==> config.mk <==
export PLATFORM = sky130hd
export DESIGN_NAME = enigma_out_grouper
export DESIGN_NICKNAME = d
export VERILOG_FILES = /design/src/rtl/enigma_pkg.sv /design/src/rtl/enigma_uart_tx.sv /design/src/rtl/enigma_out_grouper.sv
export SDC_FILE = /design/constraint.sdc
export NUM_CORES = 1
export LEC_CHECK = 0
export ABC_AREA = 1
export CAP_MARGIN = 25
export CORE_UTILIZATION = 40
export DETAILED_ROUTE_END_ITERATION = 6
export GPL_ROUTABILITY_DRIVEN = 1
export PLACE_DENSITY = 0.64
export SYNTH_ARGS = -nofsm -noshare
export SYNTH_HDL_FRONTEND = slang
export SYNTH_SLANG_ARGS = --single-unit
==> constraint.sdc <==
create_clock -name clk -period 2.62 [get_ports clk]
set_clock_uncertainty 0.15 [all_clocks]
set_input_delay 0.393 -clock clk [delete_from_list [all_inputs] [get_ports clk]]
set_output_delay 0.393 -clock clk [all_outputs]
set_load 0.05 [all_outputs]
==> src/rtl/enigma_pkg.sv <==
// Shared types and constants for the Enigma output path.
package enigma_pkg;

  localparam int ALPHA_N = 26;

  typedef logic [4:0] sym_t;

  localparam logic [7:0] ASCII_A  = 8'h41;
  localparam logic [7:0] ASCII_SP = 8'h20;
  localparam logic [7:0] ASCII_CR = 8'h0D;
  localparam logic [7:0] ASCII_LF = 8'h0A;

  typedef enum logic [1:0] {
    TX_IDLE,
    TX_START,
    TX_DATA,
    TX_STOP
  } tx_state_t;

  // Letter code 0..25 to uppercase ASCII.
  function automatic logic [7:0] sym_to_ascii(input sym_t s);
    return ASCII_A + {3'b000, s};
  endfunction

endpackage

==> src/rtl/enigma_uart_tx.sv <==
// 8N1 UART transmitter: start bit, 8 data bits LSB first, one stop bit.
// Bit timing counts only cycles where ena is high; ena low freezes the frame.
// done is high during the final stop-bit cycle, so the caller can load the
// next byte after exactly one idle cycle.
module enigma_uart_tx
  import enigma_pkg::*;
#(
  parameter int CLKS_PER_BIT = 104
) (
  input  logic       clk,
  input  logic       rst,
  input  logic       ena,
  input  logic [7:0] data,
  input  logic       load,
  output logic       tx,
  output logic       busy,
  output logic       done
);

  localparam int CNT_W = $clog2(CLKS_PER_BIT);
  localparam logic [CNT_W-1:0] CNT_LAST = CNT_W'(CLKS_PER_BIT - 1);

  tx_state_t        state;
  logic [CNT_W-1:0] baud_cnt;
  logic [2:0]       bit_idx;
  logic [7:0]       shreg;
  logic             bit_end;

  assign bit_end = (baud_cnt == CNT_LAST);
  assign done    = ena && (state == TX_STOP) && bit_end;

  // Frame sequencer: state, baud counter, bit index and the line level.
  always_ff @(posedge clk) begin
    if (rst) begin
      state    <= TX_IDLE;
      tx       <= 1'b1;
      busy     <= 1'b0;
      baud_cnt <= '0;
      bit_idx  <= '0;
    end else if (ena) begin
      case (state)
        TX_IDLE: begin
          if (load) begin
            state    <= TX_START;
            tx       <= 1'b0;
            busy     <= 1'b1;
            baud_cnt <= '0;
          end
        end
        TX_START: begin
          if (bit_end) begin
            state    <= TX_DATA;
            tx       <= shreg[0];
            bit_idx  <= '0;
            baud_cnt <= '0;
          end else begin
            baud_cnt <= baud_cnt + 1'b1;
          end
        end
        TX_DATA: begin
          if (bit_end) begin
            baud_cnt <= '0;
            if (bit_idx == 3'd7) begin
              state <= TX_STOP;
              tx    <= 1'b1;
            end else begin
              bit_idx <= bit_idx + 1'b1;
              tx      <= shreg[1];
            end
          end else begin
            baud_cnt <= baud_cnt + 1'b1;
          end
        end
        TX_STOP: begin
          if (bit_end) begin
            state    <= TX_IDLE;
            busy     <= 1'b0;
            baud_cnt <= '0;
          end else begin
            baud_cnt <= baud_cnt + 1'b1;
          end
        end
        default: state <= TX_IDLE;
      endcase
    end
  end

  // Data shifter: captured on load, shifted right at each data-bit boundary.
  always_ff @(posedge clk) begin
    if (ena) begin
      if (state == TX_IDLE && load) begin
        shreg <= data;
      end else if (state == TX_DATA && bit_end) begin
        shreg <= {1'b0, shreg[7:1]};
      end
    end
  end

endmodule

==> src/rtl/enigma_out_grouper.sv <==
// Enigma output grouper: buffers core letters in a FIFO, converts them to
// ASCII, inserts a space after every GROUP_LEN letters and sends the stream
// over an 8N1 UART. Separators are sent lazily (only when another letter is
// waiting), so the stream never ends in a separator.
// Optional build macro ENIGMA_NEWLINE_EN: every LINE_GROUPS-th separator is
// sent as CR LF instead of a space.
module enigma_out_grouper
  import enigma_pkg::*;
#(
  parameter int CLKS_PER_BIT = 104,
  parameter int FIFO_DEPTH   = 8,
  parameter int GROUP_LEN    = 5,
  parameter int LINE_GROUPS  = 6
) (
  input  logic                        clk,
  input  logic                        rst,
  input  logic                        ena,
  input  logic [4:0]                  in_sym,
  input  logic                        in_valid,
  input  logic                        grp_clr,
  output logic                        in_ready,
  output logic [$clog2(FIFO_DEPTH):0] fifo_level,
  output logic                        overflow,
  output logic                        tx,
  output logic                        tx_busy
);

  localparam int PTR_W = $clog2(FIFO_DEPTH);
  localparam int LVL_W = PTR_W + 1;

  if (CLKS_PER_BIT < 4) begin : g_chk_cpb
    $error("CLKS_PER_BIT must be at least 4");
  end
  if (FIFO_DEPTH < 2 || (FIFO_DEPTH & (FIFO_DEPTH - 1)) != 0) begin : g_chk_depth
    $error("FIFO_DEPTH must be a power of 2, at least 2");
  end
  if (GROUP_LEN < 1 || GROUP_LEN > 15) begin : g_chk_grp
    $error("GROUP_LEN must be in 1..15");
  end
  if (LINE_GROUPS < 1 || LINE_GROUPS > 15) begin : g_chk_line
    $error("LINE_GROUPS must be in 1..15");
  end

  sym_t             mem [FIFO_DEPTH];
  logic [PTR_W-1:0] wr_ptr;
  logic [PTR_W-1:0] rd_ptr;
  logic [LVL_W-1:0] lvl_nxt;
  logic             fifo_full;
  logic             fifo_empty;
  logic             sym_ok;
  logic             push;
  logic             pop;
  logic             load;
  logic [7:0]       tx_char;
  logic [7:0]       letter_char;
  logic [7:0]       sep_char;
  logic             sep_due;
  logic [3:0]       grp_cnt;
  logic             chan_free;
  logic             tx_done;
`ifdef ENIGMA_NEWLINE_EN
  logic [3:0]       line_cnt;
  logic             lf_pend;
  logic             line_last;
`endif

  assign fifo_full   = (fifo_level == LVL_W'(FIFO_DEPTH));
  assign fifo_empty  = (fifo_level == '0);
  assign sym_ok      = (in_sym < sym_t'(ALPHA_N));
  assign push        = ena && in_valid && sym_ok && !fifo_full;
  assign letter_char = sym_to_ascii(mem[rd_ptr]);
  assign sep_due     = (grp_cnt == 4'(GROUP_LEN));

`ifdef ENIGMA_NEWLINE_EN
  assign line_last = (line_cnt == 4'(LINE_GROUPS - 1));
  assign sep_char  = line_last ? ASCII_CR : ASCII_SP;
`else
  assign sep_char  = ASCII_SP;
`endif

  // Idle-time decision: what to send next and whether it consumes a letter.
  always_comb begin
    load    = 1'b0;
    pop     = 1'b0;
    tx_char = letter_char;
    if (ena && chan_free) begin
      if (grp_clr) begin
        load = !fifo_empty;
        pop  = !fifo_empty;
      end
`ifdef ENIGMA_NEWLINE_EN
      else if (lf_pend) begin
        load    = 1'b1;
        tx_char = ASCII_LF;
      end
`endif
      else if (!fifo_empty) begin
        load = 1'b1;
        if (sep_due) begin
          tx_char = sep_char;
        end else begin
          pop = 1'b1;
        end
      end
    end
  end

  // Next occupancy; full is judged on the current level, before any pop.
  always_comb begin
    lvl_nxt = fifo_level;
    if (push && !pop) begin
      lvl_nxt = fifo_level + 1'b1;
    end else if (pop && !push) begin
      lvl_nxt = fifo_level - 1'b1;
    end
  end

  // FIFO control: pointers, occupancy, ready and sticky overflow.
  always_ff @(posedge clk) begin
    if (rst) begin
      wr_ptr     <= '0;
      rd_ptr     <= '0;
      fifo_level <= '0;
      in_ready   <= 1'b1;
      overflow   <= 1'b0;
    end else if (ena) begin
      if (push) wr_ptr <= wr_ptr + 1'b1;
      if (pop)  rd_ptr <= rd_ptr + 1'b1;
      fifo_level <= lvl_nxt;
      in_ready   <= (lvl_nxt != LVL_W'(FIFO_DEPTH));
      if (in_valid && sym_ok && fifo_full) overflow <= 1'b1;
    end
  end

  // FIFO storage.
  always_ff @(posedge clk) begin
    if (push) mem[wr_ptr] <= in_sym;
  end

  // Grouping state: channel availability, group and line counters.
  always_ff @(posedge clk) begin
    if (rst) begin
      chan_free <= 1'b1;
      grp_cnt   <= '0;
`ifdef ENIGMA_NEWLINE_EN
      line_cnt  <= '0;
      lf_pend   <= 1'b0;
`endif
    end else if (ena) begin
      if (load) begin
        chan_free <= 1'b0;
      end else if (tx_done) begin
        chan_free <= 1'b1;
      end

      if (grp_clr) begin
        grp_cnt <= pop ? 4'd1 : 4'd0;
      end else if (pop) begin
        grp_cnt <= grp_cnt + 1'b1;
      end else if (load && sep_due) begin
        grp_cnt <= '0;
      end

`ifdef ENIGMA_NEWLINE_EN
      if (grp_clr) begin
        line_cnt <= '0;
        lf_pend  <= 1'b0;
      end else if (load && lf_pend) begin
        lf_pend <= 1'b0;
      end else if (load && sep_due) begin
        if (line_last) begin
          line_cnt <= '0;
          lf_pend  <= 1'b1;
        end else begin
          line_cnt <= line_cnt + 1'b1;
        end
      end
`endif
    end
  end

  enigma_uart_tx #(
    .CLKS_PER_BIT(CLKS_PER_BIT)
  ) u_uart_tx (
    .clk  (clk),
    .rst  (rst),
    .ena  (ena),
    .data (tx_char),
    .load (load),
    .tx   (tx),
    .busy (tx_busy),
    .done (tx_done)
  );

endmodule

Word-level counts from Yosys, hierarchy flattened --
Memories as Yosys holds them, arrays and structs flattened. A register that Yosys moved wholly into a read port is not among the register bits. Cells that the tools add are included.
Storage, ports and cells: bits in registers 39, memory bits (writable) 40, memories kept 1
Memories:
- mem | depth 8, bits a word 5, read ports 1, clocked after Yosys merged registers in 1, wr ports 1, line enigma_out_grouper.sv:44 | sym_t mem [FIFO_DEPTH];
Operators by class: add/subtract/negate cells 8, magnitude comparators 1, equality and inequality tests 14, mux-type cells 46, reduce and logical (&&, ||, !) cells 37
Operators by type and width (count):
- 8-bit two-way mux | 6
- 4-bit two-way mux | 5
- 1-bit two-way mux | 18
- 3-bit two-way mux | 5
- 7-bit two-way mux | 2
- 7-bit one-hot mux with 2 select lines | 1
- 2-bit AND reduction | 7
- 1-bit logical AND | 13
- 2-bit two-way mux | 5
- 5-bit AND reduction | 2
- 3-bit by 1-bit adder with 3-bit output (second input constant) | 3
- 4-bit by 1-bit adder with 4-bit output (second input constant) | 2
- 7-bit by 5-bit adder with 8-bit output (first input constant) | 1
- 2-bit by 1-bit != test with 1-bit output (second input constant) | 4
- 2-bit one-hot mux with 4 select lines | 1
- 2-bit nonzero test | 4
- 7-bit by 1-bit adder with 7-bit output (second input constant) | 1
- 7-bit equality test (second input constant) | 1
- 3-bit one-hot mux with 2 select lines | 1
- 6-bit AND reduction | 1
- 3-bit nonzero test | 2
- 5-bit < comparator (second input constant) | 1
- 2-bit equality test (second input constant) | 2
- 4-bit by 3-bit equality test with 1-bit output (second input constant) | 1
- 13 further kinds | 17

Logic depth before layout (Yosys ltp) --
Gate-level depths: netlist of run 1.
word-level depth 9, mapped depth 15

Cells and area by module --
From an unflattened synthesis of run 1, not the netlist that was laid out.
Unflattened totals: cell total of the unflattened synthesis 459, area total of the unflattened synthesis 4112.7 um2
By module, submodules not included:
- enigma_out_grouper | instances 1, cells an instance 309, area each 2894.0 um2, seq. area each 1601.5 um2
- enigma_uart_tx | instances 1, cells an instance 150, area each 1218.7 um2, seq. area each 520.5 um2

Least setup slack after synthesis of run 1 --
Ideal clock, no wire load.
path type reg-to-reg, start reg fifo_level[0], end reg u_uart_tx.shreg[0], enable pin, arrival time 2.055 ns, data required time 2.097 ns, setup slack 0.042 ns, cell stages (with the launch flop) 8, path buffers 0, period minus slack after synthesis 2.578 ns, cells stage by stage dfxtp_1 inv_1 ha_1 nand3_4 nand2_4 nor2_1 inv_1 a21oi_1
Between the ends: word-level cells in the longest chain between the ends 7, elaborated cells between the ends (all ways) 8, classes of those cells mux (3); reduce/logical (5)
RTL lines:
- start: declaration | line enigma_out_grouper.sv:22 | output logic [$clog2(FIFO_DEPTH):0] fifo_level,
- start signal: assignment | line enigma_out_grouper.sv:129 | fifo_level <= lvl_nxt;
- 4-bit logical NOT (*) | line enigma_out_grouper.sv:68 | assign fifo_empty = (fifo_level == '0);
- 1-bit two-way mux or 1-bit logical NOT (tied branches)
- 1-bit two-way mux (*) | line enigma_out_grouper.sv:87 | if (grp_clr) begin
- 1-bit two-way mux (*) | line enigma_out_grouper.sv:86 | if (ena && chan_free) begin
- 1-bit logical AND (*) | line enigma_uart_tx.sv:91 | if (state == TX_IDLE && load) begin
- 2-bit nonzero test (no line) (*)
- 2-bit AND reduction (no line) (*)
- end signal: assignment | line enigma_uart_tx.sv:92 | shreg <= data;
- end signal: assignment | line enigma_uart_tx.sv:94 | shreg <= {1'b0, shreg[7:1]};
- end: declaration | line enigma_uart_tx.sv:26 | logic [7:0] shreg;
Every way passes the cells marked *; elsewhere a longest branch is shown, timed or not. A chain may end at the register's enable or synchronous reset.

Worst setup path after layout of run 1 --
start reg fifo_level[2], end out fifo_level[2]
No word-level cell between the ends.

==> summary.txt, run 1 <==
Clocking
  – Post-CTS setup buffers: 0
  – Worst-skew pair later-pin latency: roughly 0.34 ns
  – Clk buf depth: 2
  – Post-cts sizing count: 0
  – TritonCTS buffer count: 9
  – TritonCTS Sinks: 81
  – TritonCTS clock tree: done
  – Post-CTS Hold Buffers: 0
  – Clock-pin slew on the worst setup and hold paths: 0.08 ns
  – Root Driver: clkbuf_8
  – # H-tree levels: 3

Run
  – Max-cap viol count: 0

Final layout
  – Layout Area Growth over Synthesis: 14.9%
  – Share of cells above drive strength 1: 0.103
  – Nets: between 400 and 500
  – Diode count: 0

Logic synthesis
  – Count leader, synth: nand2_1
  – Synth area leaders: edfxtp_1 (37%), dfxtp_1 (18%), nand2_1 (8.2%), nor2_1 (6.0%), ha_1 (4.9%)
  – Register area share after synthesis: 0.543
  – Top cells by count, synth: nand2_1 (84), nor2_1 (62), edfxtp_1 (47), inv_1 (39), dfxtp_1 (34)
  – Syn nets: 455
  – Netlist Area Pre-Place: 3850 µm²
  – Largest area contributor in the synthesized netlist: edfxtp_1
  – Share of the synthesized area in the top cell type: 0.366
  – EDFF count, synth: 47
  – Post-synthesis cell type count: 37
  – Avg Synthesized Cell Area: ~9 µm²
  – Synth async-reset ratio: 0
  – Main synth FF type: edfxtp_1
  – Post-Synthesis Cells: between 400 and 500
  – Yosys warns: 0
  – FF+latch count, synth: 81

Timing
  – Worst-margin pin slew: 0.500 ns
  – F_max: about 0.45 GHz
  – Fin crit period: 2.24 ns
  – Max-slew headroom: 0.666
  – Final setup vio count: 0
  – Final period util: 0.854
  – Final Hold Viols: 0
  – Final worst setup slack: roughly 0.38 ns
  – Fin Hold WS: 0.310 ns
  – RSZ-0062 raised after global routing: no
  – Max Slew Vio Count: 0
  – Setup_tns: 0 ns

Floorplanning
  – Die Y: 100 µm
  – Initial Util: 0.415
  – I/O pin count: 18
  – Placement Rows: 35
  – Core area: 9280 µm²
  – Die width: 100 µm
  – Die area: 10,000 µm²

Pwr
  – Combinational power share: 0.382
  – Static Leak: 1.72 nW
  – Internal power: approximately 2.6 mW
  – Sw Ratio: 0.377
  – Maximum resistive drop on vdd: 0.000548 V
  – Pwr Density: around 950 nW/µm²
  – Sw Pwr: between 1.5 and 2 mW
  – Seq pwr share: 0.384
  – Clk pwr share: 0.234

Route
  – DR iter-0 viols: 169
  – DRT Pass-1 Iters: 5
  – Antenna viol nets, final: 0
  – Drt wl/cell: 12.6 µm
  – WL final: 7.50 mm
  – Via count: 2,856
  – Drt via density: a little under 5
  – Remaining routing DRC violations: 0

Critical path
  – Reg2Reg Launch Point: fifo_level[0]
  – R2r setup slk: 0.42 ns
  – Crit path launch: fifo_level[2]
  – Worst path depth: 1
  – CP Capture Type: output pin
  – CP Max Fanout: 7
  – Crit path largest cell delay: 0.86 ns
  – Startpoint Class: register
  – CP delay by family, top: buffers and inverters
  – CP Class: reg -> out
  – Buffers & Inverters on Critical Path: 1
  – Critical path's slowest cell: clkdlybuf4s50_1
  – CP required: 2.08 ns
  – Reg2reg path depth: 7
  – Worst setup path end: fifo_level[2]
  – Crit-path cells: clkdlybuf4s50_1
  – R2r endpoint: mem[3][3]
  – CP Data Arrival Time: roughly 1.7 ns

Global route
  – All-Layer GR Usage: 0.163
  – Wire length of the first global-routing pass: around 13 mm
  – Initial antenna violation count: 0
  – Vias in the first global route: 2,736
  – Largest net degree at the start of global routing: 21
  – Grt ovf: 0

Placement
  – HPWL Detailed: 5.48 mm
  – Routability Congestion: roughly 0.85
  – Place WS: 0.161 ns
  – Port Buffers: 17

Min path
  – Hold Crit Class: reg -> reg

Status
  – Run status: finished, final reports clean
[power groups by stage]
stage,clock (mW),sequential [mW],combinational (mW)
after floorplan,0,1.74,1.09
after detailed placement,0,1.64,1.59
after global placement,0,1.64,1.58
after global routing,1.04,1.63,1.81
after CTS,0.996,1.61,1.60
final,0.978,1.61,1.60
[cell families (layout without fill, tap and decap cells)]
logic type                 Yosys count  in the layout  share of synthesized area
and+or+nand+nor                    198            198                      0.230
AOI/OAI and AO/OA                   75             75                      0.107
buffers and inverters               56             91                     0.0598
adders and majority gates           15             15                     0.0487
DFF                                 81             81                      0.543
xor gates and xnor gates             5              5                     0.0114
[state kept, by name (all words and copies together) (netlist names), named ones only]
signal,flops
wr_ptr,3
u_uart_tx.bit_idx,3
overflow,1
mem,40
grp_cnt,4
u_uart_tx.baud_cnt,7
u_uart_tx.tx,1
fifo_level,4
in_ready,1
rd_ptr,3
u_uart_tx.busy,1
u_uart_tx.state,2
chan_free,1
u_uart_tx.shreg,7
[worst min-delay path by stage]
| stage | slack, ns | cells after the start | start | end |
|---|---|---|---|---|
| 4_1_cts | 0.32 | 2 | u_uart_tx.busy | u_uart_tx.busy |
| 6_report | 0.31 | 2 | rd_ptr[2] | register |
| 3_3_place_gp | 0.30 | 2 | rd_ptr[2] | rd_ptr[2] |
| 3_5_place_dp | 0.30 | 2 | u_uart_tx.busy | u_uart_tx.busy |
| 5_1_grt | 0.34 | 2 | rd_ptr[2] | register |
| 2_1_floorplan | 0.28 | 2 | rd_ptr[2] | register |
[cell type report]
type                    instances  area [µm²]
fillers                       898        4860
clock buffers                  12         135
multi-input cells             293        1530
inverters                      46         173
clock inverters                 4        76.3
repair buffers                 29         260
well taps                     129         161
flip-flops and latches         81        2090
[cells in the final DEF (no fill, tap or decap), types with 2 or more instances in the layout]
cell type        netlist  final
a21oi_1               29     29
a21oi_2                2      2
buf_4                  2     12
bufinv_16              0      2
clkbuf_1               3      3
clkbuf_8               0      9
clkdlybuf4s50_1        0     17
dfxtp_1               34     34
edfxtp_1              47     47
ha_1                  15     15
inv_1                 39     39
inv_2                  6      6
nand2_1               84     84
nand2_2                2      2
nand2_4                2      2
nand3_1               27     27
nand3_2                3      3
nor2_1                62     62
nor2_4                 3      3
nor3_1                 7      7
o211ai_1               2      2
o21ai_0               28     28
o21ai_1                5      5
o22ai_1                6      6
xor2_1                 4      4
[through the flow]
stage	instances	cell area (µm²)	total power, mW	util
floorplan	430	3850	2.84	-
global placement	578	4220	3.21	0.454
detailed placement	578	4220	3.23	0.454
CTS	594	4430	4.21	0.477
global route	594	4430	4.49	0.477
finish	594	4430	4.19	0.477
[routing by layer]
layer | GRT usage | share of wire
met3 | 0.0313 | 0.051
met5 | 0 | 0
met2 | 0.247 | 0.43
met1 | 0.230 | 0.50
met4 | 0.0669 | 0.019
Note: power is estimated with default switching activity, not from simulation.
==> inputs of run 2 (changes only) <==
--- a/config.mk
+++ b/config.mk
@@ -8,9 +8,10 @@
 export ABC_AREA = 1
 export CAP_MARGIN = 25
 export CORE_UTILIZATION = 40
+export CTS_BUF_LIST = sky130_fd_sc_hd__clkbuf_16
 export DETAILED_ROUTE_END_ITERATION = 6
 export GPL_ROUTABILITY_DRIVEN = 1
-export PLACE_DENSITY = 0.64
+export PLACE_DENSITY = 0.56
 export SYNTH_ARGS = -nofsm -noshare
 export SYNTH_HDL_FRONTEND = slang
 export SYNTH_SLANG_ARGS = --single-unit
==> run 2 against run 1 <==
Net effect: sequential share of layout area fell by 1.1 points; count of clock-buffer cells in the layout fell by 3; largest cell class unchanged; critical path depth did not move; critical path type unchanged; worst hold slack improved by 0.0043 ns; utilization rose by 1.1 points.
==> summary.txt, run 2 (same netlist as run 1, synthesis figures left out) <==
Status
  – Run status: finished, final reports clean

Critical path
  – CP delay by family, top: buffers and inverters
  – R2r setup slk: 0.39 ns
  – Crit path largest cell delay: slightly below 0.9 ns
  – CP Capture Type: output pin
  – Reg2reg path depth: 11
  – Startpoint Class: register
  – CP Data Arrival Time: 1.70 ns
  – Crit-path cells: clkdlybuf4s50_1
  – Critical path's slowest cell: clkdlybuf4s50_1
  – CP required: about 2.1 ns
  – R2r endpoint: u_uart_tx.shreg[4]
  – CP Max Fanout: 7
  – Crit path launch: fifo_level[2]
  – Buffers & Inverters on Critical Path: 1
  – CP Class: reg -> out

Final layout
  – Most frequent cells in the layout: nand2_1 (84), nor2_1 (62), edfxtp_1 (47), inv_1 (39), dfxtp_1 (34)
  – Fin area: 4530 µm²
  – Largest Register: mem
  – Nets: 486
  – Share of cells above drive strength 1: 0.112
  – Layout Area Growth over Synthesis: 17.6%
  – Diode count: 0
  – Leading cell type in the layout, fill and taps excluded: nand2_1
  – Max reg flops: 40
  – Largest regs: mem (40), u_uart_tx.baud_cnt (7), u_uart_tx.shreg (7)

Pwr
  – Static Leak: approximately 1.8 nW
  – Sw Ratio: 0.373
  – Combinational power share: 0.357
  – Clk pwr share: 0.282
  – Sw Pwr: 1.68 mW
  – Seq pwr share: 0.361
  – Internal power: 2.83 mW
  – Maximum resistive drop on vdd: 0.000567 V
  – Pwr Density: slightly below 1000 nW/µm²

Floorplanning
  – Core area: 9280 µm²
  – Placement Rows: 35
  – I/O pin count: 18
  – Initial Util: 0.415
  – Die Y: 100 µm
  – Die width: 100 µm
  – Die area: 10,000 µm²

Route
  – Antenna viol nets, final: 0
  – DRT Pass-1 Iters: 4
  – Remaining routing DRC violations: 0
  – DR iter-0 viols: 98
  – Drt wl/cell: 13.3 µm
  – Via count: 2,892
  – WL final: approximately 7.9 mm
  – Drt via density: 4.86

Global route
  – All-Layer GR Usage: 0.176
  – Initial antenna violation count: 0
  – Largest net degree at the start of global routing: 21
  – Wire length of the first global-routing pass: roughly 14 mm
  – Vias in the first global route: 2,889
  – Grt ovf: 0

Run
  – Max-cap viol count: 0

Clocking
  – TritonCTS Sinks: a little over 80
  – Root Driver: clkbuf_16
  – Worst-skew pair later-pin latency: 0.33 ns
  – Post-cts sizing count: 0
  – Clock-pin slew on the worst setup and hold paths: 0.07 ns
  – TritonCTS buffer count: 9
  – # H-tree levels: 3
  – Post-CTS setup buffers: 0
  – Clk buf depth: 2
  – TritonCTS clock tree: done
  – Post-CTS Hold Buffers: 0

Min path
  – HP Start: rd_ptr[2]
  – Worst hold stages: 2
  – Hold Crit Class: reg -> reg

Timing
  – Fin crit period: 2.24 ns
  – Max-slew headroom: 0.638
  – Final period util: 0.857
  – Setup_tns: 0 ns
  – Final setup vio count: 0
  – F_max: roughly 0.45 GHz
  – Worst-margin pin slew: 0.541 ns
  – RSZ-0062 raised after global routing: no
  – Max Slew Vio Count: 0
  – Final Hold Viols: 0

Placement
  – Port Buffers: 17
  – Routability Congestion: about 0.80
  – Area post-placement: 4220 µm²
  – HPWL Detailed: 5.90 mm
## run 2: cell count changes in the layout (fill, tap and decap cells not counted), sizes merged
cell,change
buf,+1
bufinv,-1
clkbuf,-3
clkinv,+1
inv,+3
## run 2: metal layers
metal | part of all wire | vias to the layer above | GRT usage
met2 | 0.48 | 44 | 0.299
li1 | - | 1495 | -
met1 | 0.46 | 1339 | 0.226
met4 | 0.021 | 0 | 0.0680
met5 | 0 | - | 0
met3 | 0.036 | 14 | 0.0286
## run 2: worst reg2reg max path, delay by kind of cell (launching register included)
family | cells | cell delay, ns
DFF | 1 | 0.31
AOI/OAI and AO/OA | 1 | 0.23
buffers and inverters | 2 | 0.36
adders and majority gates | 1 | 0.17
and+or+nand+nor | 7 | 0.77
## run 2: worst max path at each step
stage / to / slack, ns / cells after the start
final: fifo_level[2] / 0.38 / 1
after global placement: mem[2][0] / 0.23 / 7
after detailed placement: mem[0][4] / 0.12 / 7
after global routing: u_uart_tx.shreg[4] / 0.20 / 11
after CTS: fifo_level[2] / 0.37 / 1
after floorplan: u_uart_tx.shreg[0] / 0.04 / 7
## run 2: power by group through the flow
| stage | Clock (mW) | Combinational (mW) | Sequential [mW] |
|---|---|---|---|
| after detailed placement | 0 | 1.61 | 1.65 |
| after CTS | 1.30 | 1.62 | 1.63 |
| after global routing | 1.35 | 1.83 | 1.64 |
| after global placement | 0 | 1.60 | 1.65 |
| after floorplan | 0 | 1.09 | 1.74 |
| final | 1.27 | 1.61 | 1.62 |
## run 2: area by class of cell
type / count / area, µm²
Inverter: 46 / 173
Timing Repair Buffer: 30 / 268
Tap cell: 129 / 161
Sequential cell: 81 / 2090
Clock buffer: 9 / 225
Multi-Input combinational cell: 293 / 1530
Fill cell: 880 / 4750
Clock inverter: 7 / 81.3
## run 2: stage by stage
stage	util	instances	power [mW]	hold slack, ns	setup WS, ns
5_1_grt	0.488	595	4.82	0.344	0.199
2_1_floorplan	-	430	2.84	0.283	0.0422
6_report	0.488	595	4.50	0.315	0.375
3_5_place_dp	0.455	579	3.26	0.300	0.125
3_3_place_gp	0.455	579	3.25	0.299	0.229
4_1_cts	0.488	595	4.55	0.313	0.370
==> inputs of run 3 (changes only) <==
==> constraint.sdc (replaced) <==
create_clock -name clk -period 2.62 [get_ports clk]
set_clock_uncertainty 0.15 [all_clocks]
set_input_delay 0.655 -clock clk [delete_from_list [all_inputs] [get_ports clk]]
set_output_delay 0.655 -clock clk [all_outputs]
set_load 0.05 [all_outputs]
==> run 3 against run 2 <==
Net effect: wire length grew 1.7%; via count increased by 1.7%; die area unchanged; sequential power about the same; cell count up 2.0%; global-route usage up 0.27 points; final area rose by 3.3%; power is 6.8% higher; maximum frequency is 10% lower; critical path depth did not move; highest routed layer unchanged.
==> summary.txt, run 3 (same netlist as run 1, synthesis figures left out) <==
Critical path
  – Critical path's slowest cell: clkdlybuf4s50_1
  – Crit-path cells: clkdlybuf4s50_1
  – CP delay by family, top: buffers and inverters
  – CP Class: reg -> out
  – CP Capture Type: output pin
  – Crit path largest cell delay: 0.87 ns
  – CP required: 1.81 ns
  – R2r endpoint: u_uart_tx.shreg[4]
  – Startpoint Class: register
  – Buffers & Inverters on Critical Path: 1
  – CP Data Arrival Time: 1.70 ns
  – Reg2reg path depth: 11
  – CP Max Fanout: 7
  – R2r setup slk: approximately 0.32 ns

Global route
  – Initial antenna violation count: 0
  – GR Util met1: 0.239
  – Vias in the first global route: 2,852
  – All-Layer GR Usage: 0.179
  – Grt peak-use layer: met2
  – Met2 Use GR: 0.294
  – Met3 usage: 0.0362
  – Wire length of the first global-routing pass: 13.9 mm
  – Largest net degree at the start of global routing: 21
  – Grt ovf: 0

Route
  – Remaining routing DRC violations: 0
  – Drt wl/cell: between 10 and 15 µm
  – Via count: 2,940
  – WL final: 8.06 mm
  – DR iter-0 viols: ~160
  – Drt via density: slightly below 5
  – DRT Pass-1 Iters: 4
  – Antenna viol nets, final: 0

Clocking
  – Root Driver: clkbuf_16
  – Clk buf depth: 2
  – Worst-skew pair later-pin latency: 0.33 ns
  – Clock-pin slew on the worst setup and hold paths: around 0.06 ns
  – # H-tree levels: 3
  – Post-CTS setup buffers: 0
  – TritonCTS clock tree: done
  – TritonCTS Sinks: 81
  – Post-cts sizing count: 0
  – TritonCTS buffer count: 9
  – Post-CTS Hold Buffers: 0

Min path
  – Worst hold stages: 2
  – Hold Crit Class: reg -> reg
  – HP Start: u_uart_tx.busy
  – Worst hold endpoint: u_uart_tx.busy

Timing
  – Final period util: 0.956
  – Final Hold Viols: 0
  – Max-slew headroom: 0.665
  – Max Slew Vio Count: 0
  – Final setup vio count: 0
  – Worst-margin pin slew: 0.501 ns
  – Setup_tns: 0 ns
  – Fin crit period: 2.51 ns
  – F_max: roughly 0.4 GHz
  – Fin Hold WS: 0.313 ns
  – RSZ-0062 raised after global routing: no

Final layout
  – Layout Area Growth over Synthesis: 21.5%
  – Fin util: 0.504
  – Nets: 498
  – Largest Register: mem
  – Most frequent cells in the layout: nand2_1 (84), nor2_1 (62), edfxtp_1 (47), inv_1 (39), dfxtp_1 (34)
  – Share of cells above drive strength 1: 0.132
  – Largest regs: mem (40), u_uart_tx.baud_cnt (7), u_uart_tx.shreg (7)
  – Diode count: 0
  – Fillers: 888
  – Leading cell type in the layout, fill and taps excluded: nand2_1
  – Max reg flops: 40

Status
  – Run status: finished, final reports clean

Floorplanning
  – Core area: 9280 µm²
  – Die Y: 100 µm
  – Die area: roughly 10,000 µm²
  – Placement Rows: 35
  – Die width: 100 µm
  – Initial Util: 0.415
  – I/O pin count: 18

Pwr
  – Pwr Density: 1030 nW/µm²
  – Static Leak: 1.86 nW
  – Maximum resistive drop on vdd: 0.000531 V

Placement
  – HPWL Detailed: about 5.8 mm
  – Port Buffers: 17
  – Routability Congestion: around 0.8

Run
  – Max-cap viol count: 0
[run 3: cell count changes in the layout (fill, tap and decap cells not counted)]
cell	before	now
clkinvlp_4	1	0
inv_6	4	1
bufinv_16	1	4
buf_4	13	25
clkinv_1	1	2
[run 3: layout make-up]
type / instances / area (µm²) / area share
inverter: 46 / 173 / 0.0369
clock inverter: 7 / 141 / 0.0302
sequential: 81 / 2090 / 0.447
clock buffer: 9 / 225 / 0.0481
timing repair buffer: 42 / 358 / 0.0765
multi-input combinational: 293 / 1530 / 0.327
tap: 129 / 161 / 0.0345
[run 3: metrics by stage]
stage	instance area (µm²)	std cells	setup slack (ns)	total power, mW
finish	4680	607	0.114	4.81
global route	4680	607	0.0495	5.14
CTS	4680	607	0.109	4.84
detailed placement	4310	591	0.103	3.29
global placement	4310	591	0.131	3.27
floorplan	3850	430	0.0422	2.84
[run 3: metal layers]
layer / wire [µm] / share of wire / vias to the layer above
li1: - / - / 1517
met1: 3940 / 0.49 / 1382
met2: 3800 / 0.47 / 31
met3: 221 / 0.027 / 10
met4: 102 / 0.013 / 0
met5: 0 / 0 / -
[run 3: worst max-delay path by stage]
stage	startpoint	end	slack, ns	depth (start not counted)
3_5_place_dp	ena	u_uart_tx.state[0]	0.10	9
6_report	fifo_level[2]	fifo_level[2]	0.11	1
3_3_place_gp	ena	u_uart_tx.state[1]	0.13	9
2_1_floorplan	fifo_level[0]	u_uart_tx.shreg[0]	0.04	7
5_1_grt	fifo_level[2]	fifo_level[2]	0.05	1
4_1_cts	fifo_level[2]	fifo_level[2]	0.11	1
[run 3: worst reg2reg max path, cell delays in order, from the launching register on]
cell and delay [ns]:
dfxtp_1 0.31, inv_1 0.35, o21ai_0 0.16, o22ai_1 0.19
nand2_1 0.08, nand2_1 0.15, ha_1 0.17, inv_1 0.05
nor2_1 0.17, nand3_1 0.10, nand3_1 0.10, nand2_1 0.06
[run 3: power by group]
| group | leakage, nW | internal (mW) | switching [mW] |
|---|---|---|---|
| logic | 0.984 | 0.584 | 1.08 |
| registers | 0.702 | 1.51 | 0.100 |
| clock network | 0.178 | 1.03 | 0.509 |
| total | 1.86 | 3.12 | 1.69 |
